### config.mk
export PLATFORM = sky130hd
export DESIGN_NAME = tlul_sram_arb
export DESIGN_NICKNAME = d
export VERILOG_FILES = /design/src/rtl/tlul_pkg.sv /design/src/rtl/tlul_sram_arb_pkg.sv /design/src/rtl/tlul_sram_arb_rr.sv /design/src/rtl/tlul_sram_arb.sv
export SDC_FILE = /design/constraint.sdc
export NUM_CORES = 1
export LEC_CHECK = 0
export CAP_MARGIN = 20
export CORE_AREA = 5 5 161 163
export CTS_CLUSTER_SIZE = 28
export DETAILED_ROUTE_END_ITERATION = 8
export DIE_AREA = 0 0 166 168
export DONT_BUFFER_PORTS = 1
export PLACE_DENSITY_LB_ADDON = 0.12
export SETUP_SLACK_MARGIN = 0.2
export SYNTH_ARGS = -nofsm -noshare
export SYNTH_HDL_FRONTEND = slang
export SYNTH_HIERARCHICAL = 1
export SYNTH_SLANG_ARGS = --single-unit
export TNS_END_PERCENT = 10
### constraint.sdc
create_clock -name clk_i -period 2.3 [get_ports clk_i]
set_clock_uncertainty 0.15 [all_clocks]
set_input_delay 0.46 -clock clk_i [delete_from_list [all_inputs] [get_ports clk_i]]
set_output_delay 0.46 -clock clk_i [all_outputs]
set_load 0.02 [all_outputs]
### src/rtl/tlul_pkg.sv
// Minimal TL-UL channel definitions shared by the SRAM arbiter slice.
// tl_h2d_t : host-to-device A channel plus the host's D-channel ready.
// tl_d2h_t : device-to-host D channel plus the device's A-channel ready.
package tlul_pkg;

    localparam logic [2:0] PUT_FULL_DATA   = 3'h0;
    localparam logic [2:0] GET             = 3'h4;
    localparam logic [2:0] ACCESS_ACK      = 3'h0;
    localparam logic [2:0] ACCESS_ACK_DATA = 3'h1;

    typedef struct packed {
        logic        a_valid;
        logic [2:0]  a_opcode;
        logic [2:0]  a_param;
        logic [1:0]  a_size;
        logic [7:0]  a_source;
        logic [31:0] a_address;
        logic [3:0]  a_mask;
        logic [31:0] a_data;
        logic        d_ready;
    } tl_h2d_t;

    typedef struct packed {
        logic        d_valid;
        logic [2:0]  d_opcode;
        logic [2:0]  d_param;
        logic [1:0]  d_size;
        logic [7:0]  d_source;
        logic        d_sink;
        logic [31:0] d_data;
        logic        d_error;
        logic        a_ready;
    } tl_d2h_t;

endpackage

### src/rtl/tlul_sram_arb_pkg.sv
// Shared types for the two-host SRAM arbiter: FSM state encoding, grant
// owner encoding and the width of the core-streak budget counter.
package tlul_sram_arb_pkg;

    typedef enum logic [1:0] {
        ST_IDLE   = 2'd0,
        ST_ISSUE  = 2'd1,
        ST_WAIT_D = 2'd2
    } arb_state_e;

    typedef enum logic {
        OWNER_CORE = 1'b0,
        OWNER_MAIN = 1'b1
    } owner_e;

    // Holds MaxCoreStreak up to 15.
    localparam int unsigned STREAK_W = 4;

endpackage

### src/rtl/tlul_sram_arb_rr.sv
// Grant decision for the SRAM arbiter.
// Ports:
//   clk_i, rst_ni        : clock, synchronous active-low reset
//   req_core, req_main   : a_valid of each host
//   grant_en             : a grant is being taken this cycle (IDLE with a request)
//   winner               : host that wins if grant_en is high
// Core wins by default. Fairness is tracked as a down-counting budget of
// contended core wins left; when it reaches zero a contending main wins and
// the budget reloads. Budget at terminal count is the same condition as
// "streak equals MaxCoreStreak".
module tlul_sram_arb_rr
    import tlul_sram_arb_pkg::*;
#(
    parameter int unsigned MaxCoreStreak = 4
) (
    input  logic   clk_i,
    input  logic   rst_ni,
    input  logic   req_core,
    input  logic   req_main,
    input  logic   grant_en,
    output owner_e winner
);

    localparam logic [STREAK_W-1:0] CreditMax = STREAK_W'(MaxCoreStreak);

    logic [STREAK_W-1:0] credit_q;

    assign winner = (req_main && (!req_core || credit_q == '0)) ? OWNER_MAIN : OWNER_CORE;

    // Budget never underflows: at zero a contending main always wins.
    always_ff @(posedge clk_i) begin
        if (!rst_ni) begin
            credit_q <= CreditMax;
        end else if (grant_en) begin
            if (winner == OWNER_MAIN) begin
                credit_q <= CreditMax;
            end else if (req_main) begin
                credit_q <= credit_q - 1'b1;
            end
        end
    end

endmodule

### src/rtl/tlul_sram_arb.sv
// Two-host TL-UL arbiter in front of a single shared SRAM device, one
// transaction outstanding at a time.
// Ports:
//   clk_i, rst_ni    : clock, synchronous active-low reset
//   tl_core_i/_o     : core-side host request / response
//   tl_main_i/_o     : main-crossbar host request / response
//   tl_sram_o/_i     : request to / response from the shared SRAM
//   busy_o           : transaction in ISSUE or WAIT_D
//   owner_o          : current/last grant owner (0 core, 1 main)
//   spurious_rsp_o   : device presented d_valid while IDLE
//
// state     | meaning
// ----------+---------------------------------------------------------
// ST_IDLE   | no transaction; arbitrate, drain any stray device response
// ST_ISSUE  | owner's A request forwarded to the device until accepted
// ST_WAIT_D | waiting for the device response, routed to the owner
module tlul_sram_arb
    import tlul_pkg::*;
    import tlul_sram_arb_pkg::*;
#(
    parameter int unsigned MaxCoreStreak = 4
) (
    input  logic    clk_i,
    input  logic    rst_ni,
    input  tl_h2d_t tl_core_i,
    output tl_d2h_t tl_core_o,
    input  tl_h2d_t tl_main_i,
    output tl_d2h_t tl_main_o,
    output tl_h2d_t tl_sram_o,
    input  tl_d2h_t tl_sram_i,
    output logic    busy_o,
    output logic    owner_o,
    output logic    spurious_rsp_o
);

    arb_state_e state_q, state_d;
    owner_e     owner_q, winner;
    logic       any_req, grant_en;
    tl_h2d_t    owner_req;
    tl_d2h_t    owner_rsp;

    assign any_req   = tl_core_i.a_valid | tl_main_i.a_valid;
    assign grant_en  = (state_q == ST_IDLE) && any_req;
    assign owner_req = (owner_q == OWNER_MAIN) ? tl_main_i : tl_core_i;
    assign owner_o   = owner_q;

    tlul_sram_arb_rr #(
        .MaxCoreStreak (MaxCoreStreak)
    ) u_rr (
        .clk_i    (clk_i),
        .rst_ni   (rst_ni),
        .req_core (tl_core_i.a_valid),
        .req_main (tl_main_i.a_valid),
        .grant_en (grant_en),
        .winner   (winner)
    );

    always_ff @(posedge clk_i) begin
        if (!rst_ni) begin
            state_q <= ST_IDLE;
            owner_q <= OWNER_CORE;
        end else begin
            state_q <= state_d;
            if (grant_en) begin
                owner_q <= winner;
            end
        end
    end

    always_comb begin
        state_d = state_q;
        unique case (state_q)
            ST_IDLE:   if (any_req) state_d = ST_ISSUE;
            ST_ISSUE:  if (owner_req.a_valid && tl_sram_i.a_ready) state_d = ST_WAIT_D;
            ST_WAIT_D: if (tl_sram_i.d_valid && owner_req.d_ready) state_d = ST_IDLE;
            default:   state_d = ST_IDLE;
        endcase
    end

    // Device D payload reaches the owner only alongside d_valid; its a_ready
    // never leaks through in WAIT_D.
    always_comb begin
        owner_rsp = '0;
        if (tl_sram_i.d_valid) begin
            owner_rsp         = tl_sram_i;
            owner_rsp.a_ready = 1'b0;
        end
    end

    always_comb begin
        tl_sram_o      = '0;
        tl_core_o      = '0;
        tl_main_o      = '0;
        busy_o         = 1'b0;
        spurious_rsp_o = 1'b0;
        unique case (state_q)
            ST_IDLE: begin
                // Accept and drop anything the device offers with no owner.
                tl_sram_o.d_ready = 1'b1;
                spurious_rsp_o    = tl_sram_i.d_valid & rst_ni;
            end
            ST_ISSUE: begin
                busy_o = 1'b1;
                if (owner_req.a_valid) begin
                    tl_sram_o         = owner_req;
                    tl_sram_o.d_ready = 1'b0;
                end
                if (owner_q == OWNER_MAIN) tl_main_o.a_ready = tl_sram_i.a_ready;
                else                       tl_core_o.a_ready = tl_sram_i.a_ready;
            end
            ST_WAIT_D: begin
                busy_o            = 1'b1;
                tl_sram_o.d_ready = owner_req.d_ready;
                if (owner_q == OWNER_MAIN) tl_main_o = owner_rsp;
                else                       tl_core_o = owner_rsp;
            end
            default: ;
        endcase
    end

    // A host must hold its request until the device has accepted it.
    a_valid_held_in_issue: assert property (
        @(posedge clk_i) disable iff (!rst_ni)
        (state_q == ST_ISSUE) |-> owner_req.a_valid
    );

endmodule

# Word-level counts from Yosys, hierarchy flattened
# Cells that the tools add are included.
dict set report word_totals {
  out_inout_bits 193
  latchBits 0
  memories 0
  elab_cells 45
  mem_bits_ro 0
  mem_bits_rw 0
  reg_bits 7
  inputBits 226
}
dict set report classes {
  eq_ne 5
  mux 22
  n_reduce_logical 12
  div 0
  bitwise 2
  n_lt_le_gt_ge 0
  n_shift 0
  addsub 1
  n_mul 0
}
# cell n
set op_table {}
lappend op_table {{$mux 86} 2}
lappend op_table {{$mux 52} 3}
lappend op_table {{$mux 51} 2}
lappend op_table {{$mux 85} 1}
lappend op_table {{$mux 4} 2}
lappend op_table {{$mux 2} 3}
lappend op_table {{$ne 2x2->1 const B} 3}
lappend op_table {{$pmux 2 s3} 1}
lappend op_table {{$mux 1} 5}
lappend op_table {{$logic_and 1x1->1} 4}
lappend op_table {{$logic_not 4->1} 1}
lappend op_table {{$pmux 1 s2} 2}
lappend op_table {{$sub 4x1->4 const B} 1}
lappend op_table {{$pmux 1 s3} 1}
lappend op_table {{$reduce_and 3->1} 1}
lappend op_table {{$eq 2x1->1 const B} 1}
lappend op_table {{$eq 2x2->1 const B} 1}
lappend op_table {{$logic_not 2->1} 1}
lappend op_table {{$reduce_and 2->1} 1}
lappend op_table {{$reduce_bool 2->1} 1}
lappend op_table {{$reduce_or 2->1} 1}
lappend op_table {{$and 1x1->1} 1}
lappend op_table {{$logic_not 1->1} 1}
lappend op_table {{$logic_or 1x1->1} 1}
lappend op_table {{$or 1x1->1} 1}

# Logic depth before layout (Yosys ltp)
# Gate-level depths: netlist (run 1).
dict set report depth {
  word_depth 6
  depth_mapped 6
  mapped_depth_nobuf 6
}

# Modules after synthesis
# Netlist (run 1), hierarchy kept.
# mod area_each_um2 seq_area_each_um2 n_inst cells_each
set modules_own_cells {}
lappend modules_own_cells {tlul_sram_arb 2220.9 60.1 1 333}
lappend modules_own_cells {tlul_sram_arb_rr 216.5 80.1 1 27}

# Worst setup path before layout (run 1)
# OpenSTA, ideal clock, no wires.
dict set report synth_timing {
  kind {register to output}
  from {reg owner_q (netlist: owner_o)}
  to {out tl_main_o[42] (netlist name)}
  setup_slack_ns 0.218
  t_arrival_ns 1.472
  path_stages_with_launch 5
  t_required_ns 1.690
  path_buffers 2
  path_cell_list {dfxtp_1 > buf_4 > and3_1 > clkbuf_1 > and2_1}
}
# item line_no
set synth_rtl {}
lappend synth_rtl {{start: declaration} tlul_sram_arb.sv:37} ;# owner_e owner_q, winner;
lappend synth_rtl {{start signal: assignment} tlul_sram_arb.sv:65} ;# owner_q <= winner;
lappend synth_rtl {{end: declaration} tlul_sram_arb.sv:28} ;# output tl_d2h_t tl_main_o,

==> reports/qor.yml, run 1 <==
run_status:
  status: "finished clean"
floorplan:
  start_util: 0.1008
  die_h_um: 168
  ioPinCount: 419
  die_area_um2: 27890
  die_x_um: 166
  placementRows: 57
  core-area_um2: 24180
critical_path:
  worstPathMaxFanout: 7
  r2r_cells: 7
  start_kind: "flip-flop"
  r2r_slack_ps: 560
  crit_start: "owner_o"
  reg2reg_from: "owner_o"
  worstSetupEndpointType: "output port"
  crit_type: "reg2out"
  worst_ep_arrival_time_ps: 1600
  required_ps: 1690
  r2r_end: "state_q[0]"
route:
  drt-initial-drc-count: 41
  wl_per_cell_um: 23.19
  drc: 0
  dr.pass1.iters: 4
  via_per_inst: 3.907
  via_count: 3067
  drt_wl_total_um: 18200
  postRouteAntennaNets: 0
sta:
  max_freq_mhz: 451.5
  slew_viol_final: 0
  fin_ws_ps: 85.03
  period_needed_ps: 2215
  rsz0062_at_grt: "true"
  setup_viol: 0
  maxSlewHeadroom: 0.6352
  holdWs_ps: 162.8
  period_share: 0.9630
  worst_slew_pin_slew_ps: 545.2
  setup_tns_ps: 0
  finalHoldViolations: 0
power:
  power.density_nw_per_um2: 711.1
  ir_drop_uv: 177.8
  p_int_uw: 1526
  power_switching_uw: 1489
  comb_power_share: 0.838
  sw_frac_of_total: 0.4939
  clkPwrFrac: 0.099
  seq_power_share: 0.062
  p_leak_uw: 0.001732
grt:
  grt_max_degree: 52
  overflow: 0
  gr-usage-all-layers: 0.1127
  grt_first_pass_wirelength_um: 23780
  first_global_vias: 3264
  antenna_found_initial: 6
placed_design:
  hpwl_um: 14610
  post-place-ws_ps: 176.0
  io_buffer_count: 0
  place_congestion: 0.7602
clocking:
  clk_path_buf_depth: 2
  cts_root_buf: "clkbuf_16"
  numCtsBuffers: 3
  numClockSinks: 7
  htreeDepth: 1
  clkTransAtPathRegs_ps: 40
  cts_tree: "yes"
  ctsHoldBuffers: 0
  clk_latency_ps: 230
min_path:
  min_path_cells: 1
  whs_endpoint: "u_rr/credit_q[2]"
  hp-start: "rst_ni"
  min_path_type: "in2reg"
logic_synthesis:
  async_flop_share: 0
  ys_ff_latch: 7
  yosysSeqAreaShare: 0.05749
  netlist_area_um2: 2437
  syn_inst: 360
  yosysTopAreaCell: "mux2i_1"
  ys.flop_type: "dfxtp_1"
  ys_warn_count: 6
  synth-edff-count: 0
  synth_top_area_share: 0.3573
  synth_area_leaders: "mux2i_1 (36%), and2_1 (26%), nor2_1 (14%)"
  synth_cell_types: 32
  syn_nets: 590
  avgSynthCellArea_um2: 6.770
finish:
  mostFrequentLayoutCells: "buf_4 (97), nor2_1 (84), mux2i_1 (82), and2_1 (70), and2_2 (25)"
  synthToLayoutAreaGrowth_pct: 73.92
  fin_nets: 690
  num-fill-cells: 2737
  final_common_cell: "buf_4"
  fin_util: 0.1753
  multi_input_area_um2: 2260
  regArea_um2: 145.1
  post_route_cells_drive_above_1_share: 0.3856
flow_run:
  maxCapViolCount: 0
[critical path: stages (launching register included)]
cell and delay, ps:
dfxtp_4 380, mux2i_2 250, nand2b_4 220, buf_4 160
clkbuf_16 160, nor2_1 50, buf_4 150
[cells in the mapped netlist (4+ instances only)]
master,instances
and2_1,100
nor2_1,88
mux2i_1,87
buf_2,11
clkbuf_1,10
dfxtp_1,7
nand2_1,7
buf_4,6
inv_1,6
ha_1,4
nand3_1,4
[through the flow]
stage / power (µW) / instances / cell area [µm²]
global placement: 2201 / 755 / 3522
floorplan: 1516 / 360 / 2437
finish: 3014 / 785 / 4239
global route: 3216 / 785 / 4239
detailed placement: 2215 / 755 / 3522
CTS: 2857 / 774 / 3983
[flip-flops by register name (all words and copies together), names as in the netlist]
signal / cells
u_rr/credit_q: 4
owner_o: 1
state_q: 2
[per-layer routing]
| layer | vias to the layer above | track usage | share of wire |
|---|---|---|---|
| li1 | 1378 | - | - |
| met1 | 1395 | 0.1098 | 0.32 |
| met2 | 271 | 0.2402 | 0.57 |
| met3 | 21 | 0.03095 | 0.087 |
| met4 | 2 | 0.01076 | 0.018 |
| met5 | - | 0 | 0.00071 |
[worst max path at each step]
stage / end
6_report: tl_sram_o[10]
3_5_place_dp: tl_sram_o[83]
5_1_grt: tl_sram_o[66]
3_3_place_gp: tl_sram_o[83]
2_1_floorplan: tl_main_o[42]
4_1_cts: tl_core_o[24]
[layout make-up]
cell class / instances / share of cell area
multi-input cells: 317 / 0.5331
repair buffers: 124 / 0.3111
well taps: 324 / 0.09563
flip-flops and latches: 7 / 0.03424
clock buffers: 4 / 0.01860
inverters: 7 / 0.006198
diodes: 2 / 0.001181
[cell families after synthesis]
logic type                 after synthesis  synth area share
adders and majority gates                4           0.02053
DFF                                      7           0.05749
and+or+nand+nor                        213            0.4487
muxes                                   88            0.3619
AOI/OAI and AO/OA                       12           0.03491
buffers and inverters                   36           0.07649
[power by group through the flow]
stage	sequential [µW]	clock, µW	combinational [µW]
floorplan	172	0	1340
global placement	182	0	2020
detailed placement	183	0	2030
CTS	178	306	2370
global route	193	315	2710
finish	188	299	2530
[what timing repair did]
item / 4_1_cts / 5_1_grt
setup endpoints to repair: 186 / 186
resized for setup: 44 / 27
endpoints found under the hold margin: 0 / 0
pin swaps: 0 / 1
gates cloned: 6 / 6
buffers inserted: 9 / 3
(Power assumes the default switching activity.)
==> inputs of run 2 (changes only) <==
TNS_END_PERCENT = 50   (was 10)
==> reports/qor.yml, run 2 (synthesized netlist as in run 1, its figures left out) <==
clocking:
  numClockSinks: 7
  cts_root_buf: "clkbuf_16"
  clkTransAtPathRegs_ps: 40
  clk_latency_ps: 230
  cts_tree: "yes"
  clk_path_buf_depth: 2
  numCtsBuffers: 3
  htreeDepth: 1
  ctsHoldBuffers: 0
grt:
  first_global_vias: 3276
  gr-usage-all-layers: 0.1128
  grt_first_pass_wirelength_um: 23810
  overflow: 0
  antenna_found_initial: 2
  grt_max_degree: 52
floorplan:
  placementRows: 57
  die_area_um2: 27890
  die_h_um: 168
  ioPinCount: 419
  core-area_um2: 24180
  start_util: 0.1008
  die_x_um: 166
flow_run:
  maxCapViolCount: 0
sta:
  maxSlewHeadroom: 0.6266
  slew_viol_final: 0
  period_needed_ps: 2238
  period_share: 0.9730
  max_freq_mhz: 446.8
  worst_slew_pin_slew_ps: 558.1
  setup_viol: 0
  holdWs_ps: 162.8
  finalHoldViolations: 0
  setup_tns_ps: 0
  rsz0062_at_grt: "true"
placed_design:
  io_buffer_count: 0
  hpwl_um: 14610
  detailed_place.area_um2: 3522
  place_congestion: 0.7602
finish:
  fin_area_um2: 4992
  diodes: 0
  fin_nets: 695
  synthToLayoutAreaGrowth_pct: 104.8
  mostFrequentLayoutCells: "and2_4 (77), mux2i_1 (71), buf_4 (60), nor2_1 (50), buf_6 (41)"
  post_route_cells_drive_above_1_share: 0.6401
  final_common_cell: "and2_4"
  largest_register_ffs: 4
  top_register: "u_rr/credit_q"
route:
  drc: 0
  drt-initial-drc-count: 73
  dr.pass1.iters: 4
  drt_wl_total_um: 18740
  postRouteAntennaNets: 0
  wl_per_cell_um: 23.78
  via_per_inst: 3.989
  via_count: 3143
critical_path:
  start_kind: "flip-flop"
  worstPathMaxFanout: 8
  crit_type: "reg2out"
  max_stage_delay_ps: 380
  worstSetupEndpointType: "output port"
  required_ps: 1690
  cpMaxStageDelayCell: "dfxtp_4"
  crit_chain: "mux2i_2 > nand2b_4 > buf_12 > clkbuf_16 > nor2_1 > buf_4"
  worst_ep_arrival_time_ps: 1630
power:
  ir_drop_uv: 195.4
  power.density_nw_per_um2: 697.8
  p_leak_uw: 0.001948
min_path:
  min_path_type: "in2reg"
run_status:
  status: "finished clean"
-- run 2: cell types whose count changed in the layout (fill, tap and decap cells not counted), sizes merged --
cell	before	now
diode	2	0
buf	117	122
bufbuf	3	1
clkbuf	8	10
-- run 2: layout make-up --
cell class              count  area, µm²
well taps                 324      405.4
flip-flops and latches      7      147.6
clock buffers               4      78.83
fillers                  2654      19180
inverters                   7      33.78
multi-input cells         317       2769
repair buffers            129       1558
-- run 2: final timing paths --
| path | startpoint | endpoint | slack (ps) | cells past startpoint |
|---|---|---|---|---|
| setup reg to reg | owner_o | state_q[0] | 550 | 7 |
| hold / removal | rst_ni | u_rr/credit_q[2] | 160 | 1 |
| setup / recovery | owner_o | tl_sram_o[81] | 60 | 6 |
| hold reg to reg | u_rr/credit_q[1] | u_rr/credit_q[1] | 340 | 2 |
-- run 2: where the power goes --
group | switching [µW] | internal [µW] | total, µW
Sequential | 37.5 | 158 | 195
Clock | 68.8 | 231 | 300
Combinational | 1590 | 1400 | 2990
-- run 2: critical path: cells and delay by family, from the launching register on --
kind / cells / cell delay, ps
simple gates: 2 / 270
flops: 1 / 380
mux: 1 / 250
buf+inv: 3 / 500
-- run 2: through the flow --
stage               setup slack, ps  instances    util  total power, µW
detailed placement            176.0        755  0.1457             2215
floorplan                     218.5        360       -             1516
global route                 -25.68        788  0.2065             3681
finish                        62.05        788  0.2065             3484
global placement              196.6        755  0.1457             2201
CTS                           81.63        774  0.1670             2860
-- run 2: repair_timing --
item | CTS | global route
resized for setup | 87 | 258
endpoints found under the setup margin | 186 | 186
pin swaps | 0 | 96
cloned | 6 | 9
buffers inserted | 9 | 5
-- run 2: layer usage --
| layer | part of all wire | routed length [µm] | vias to the layer above | track usage |
|---|---|---|---|---|
| met5 | 0.00069 | 13 | - | 0 |
| met2 | 0.57 | 10750 | 268 | 0.2409 |
| li1 | - | - | 1389 | - |
| met1 | 0.32 | 6014 | 1460 | 0.1096 |
| met3 | 0.085 | 1592 | 24 | 0.03095 |
| met4 | 0.020 | 367 | 2 | 0.01076 |
==> inputs of run 3 (changes only) <==
CORE_AREA = 5 5 162 164   (was 5 5 161 163)
DIE_AREA = 0 0 167 169   (was 0 0 166 168)
==> reports/qor.yml, run 3 (synthesized netlist as in run 1, its figures left out) <==
route:
  postRouteAntennaNets: 0
  via_count: 3118
  drt_wl_total_um: 16560
  drt-initial-drc-count: 50
  dr.pass1.iters: 4
  drc: 0
  via_per_inst: 3.922
  wl_per_cell_um: 20.83
grt:
  overflow: 0
  grt_first_pass_wirelength_um: 20930
  gr-usage-all-layers: 0.09612
  grt_max_degree: 37
  antenna_found_initial: 0
  first_global_vias: 3232
placed_design:
  post-place-ws_ps: 155.5
  io_buffer_count: 0
  hpwl_um: 11520
  place_congestion: 0.7848
floorplan:
  die_h_um: 169
  core-area_um2: 24750
  die_x_um: 167
  start_util: 0.09849
  placementRows: 58
  ioPinCount: 419
  die_area_um2: 28220
clocking:
  clk_latency_ps: 230
  clk_path_buf_depth: 2
  numClockSinks: 7
  ctsHoldBuffers: 0
  htreeDepth: 1
  numCtsBuffers: 3
  clkTransAtPathRegs_ps: 40
  cts_root_buf: "clkbuf_16"
  cts_tree: "yes"
power:
  power.density_nw_per_um2: 703.2
  totalPowerFinal_uw: 3492
  ir_drop_uv: 194.2
  p_leak_uw: 0.001978
finish:
  top_register: "u_rr/credit_q"
  largest_register_ffs: 4
  num-fill-cells: 2746
  mostFrequentLayoutCells: "and2_4 (86), mux2i_1 (73), buf_4 (67), nor2_1 (56), buf_6 (30)"
  final_common_cell: "and2_4"
  synthToLayoutAreaGrowth_pct: 103.7
  diodes: 0
  multi_input_area_um2: 2643
  post_route_cells_drive_above_1_share: 0.6258
  fin_nets: 696
  regArea_um2: 148.9
critical_path:
  start_kind: "flip-flop"
  max_stage_delay_ps: 360
  crit_type: "reg2out"
  worst_ep_arrival_time_ps: 1650
  worstSetupEndpointType: "output port"
  cpMaxStageDelayCell: "dfxtp_4"
  required_ps: 1690
  cp_common_cell: "buf_12"
  worstPathMaxFanout: 5
  crit_chain: "mux2i_4 > nand2b_4 > buf_12 > buf_12 > clkbuf_16 > nor2_2 > buf_6"
flow_run:
  maxCapViolCount: 0
min_path:
  min_path_type: "in2reg"
sta:
  setup_tns_ps: 0
  setup_viol: 0
  maxSlewHeadroom: 0.7167
  slew_viol_final: 0
  period_needed_ps: 2257
  fin_ws_ps: 42.62
  rsz0062_at_grt: "true"
  finalHoldViolations: 0
  period_share: 0.9815
  worst_slew_pin_slew_ps: 413.1
  max_freq_mhz: 443.0
run_status:
  status: "finished clean"
## run 3: final cells by class
type,count,share of cell area
multi-input combinational,317,0.5321
timing repair buffer,130,0.3331
tap,330,0.08314
sequential,7,0.02998
clock buffer,4,0.01587
inverter,7,0.005795
## run 3: routing by layer
metal  share of wire  routed length, µm  GRT usage  vias to the layer above
li1                -                  -          -                     1388
met1            0.34               5672    0.09608                     1457
met2            0.57               9471     0.2059                      266
met3           0.081               1343    0.01938                        7
met4          0.0045                 74    0.01103                        0
met5               0                  0          0                        -
## run 3: path summary, 6_finish.rpt
kind / startpoint / to / slack [ps] / depth (start not counted)
setup / recovery: owner_o / tl_sram_o[7] / 40 / 7
hold / removal: rst_ni / u_rr/credit_q[2] / 160 / 1
setup reg to reg: state_q[0] / state_q[0] / 510 / 8
hold reg to reg: state_q[1] / state_q[1] / 340 / 2
## run 3: what timing repair did
| action | 4_1_cts | 5_1_grt |
|---|---|---|
| endpoints found under the setup margin | 185 | 187 |
| pin swaps | 1 | 49 |
| gates cloned | 11 | 9 |
| buffers inserted | 8 | 3 |
| gates resized for setup | 130 | 181 |
## run 3: power by group
part	switching [µW]	internal [µW]	total, µW
Sequential	39.4	159	199
Combinational	1540	1460	2990
Clock	69.8	231	301
## run 3: critical path, delay by kind of cell, from the launching register on
kind | cells | cell delay, ps
AND/OR/NAND/NOR | 2 | 290
multiplexers | 1 | 190
buffers and inverters | 4 | 560
flip-flops | 1 | 360
## run 3: per-stage QoR
step | utilization | hold WS (ps) | std cells | instance area [µm²]
2_1_floorplan | - | 304.8 | 360 | 2437
3_3_place_gp | 0.1426 | 324.9 | 760 | 3530
3_5_place_dp | 0.1426 | 327.9 | 760 | 3530
4_1_cts | 0.1726 | 157.8 | 783 | 4270
5_1_grt | 0.2007 | 161.7 | 795 | 4966
6_report | 0.2007 | 159.2 | 795 | 4966
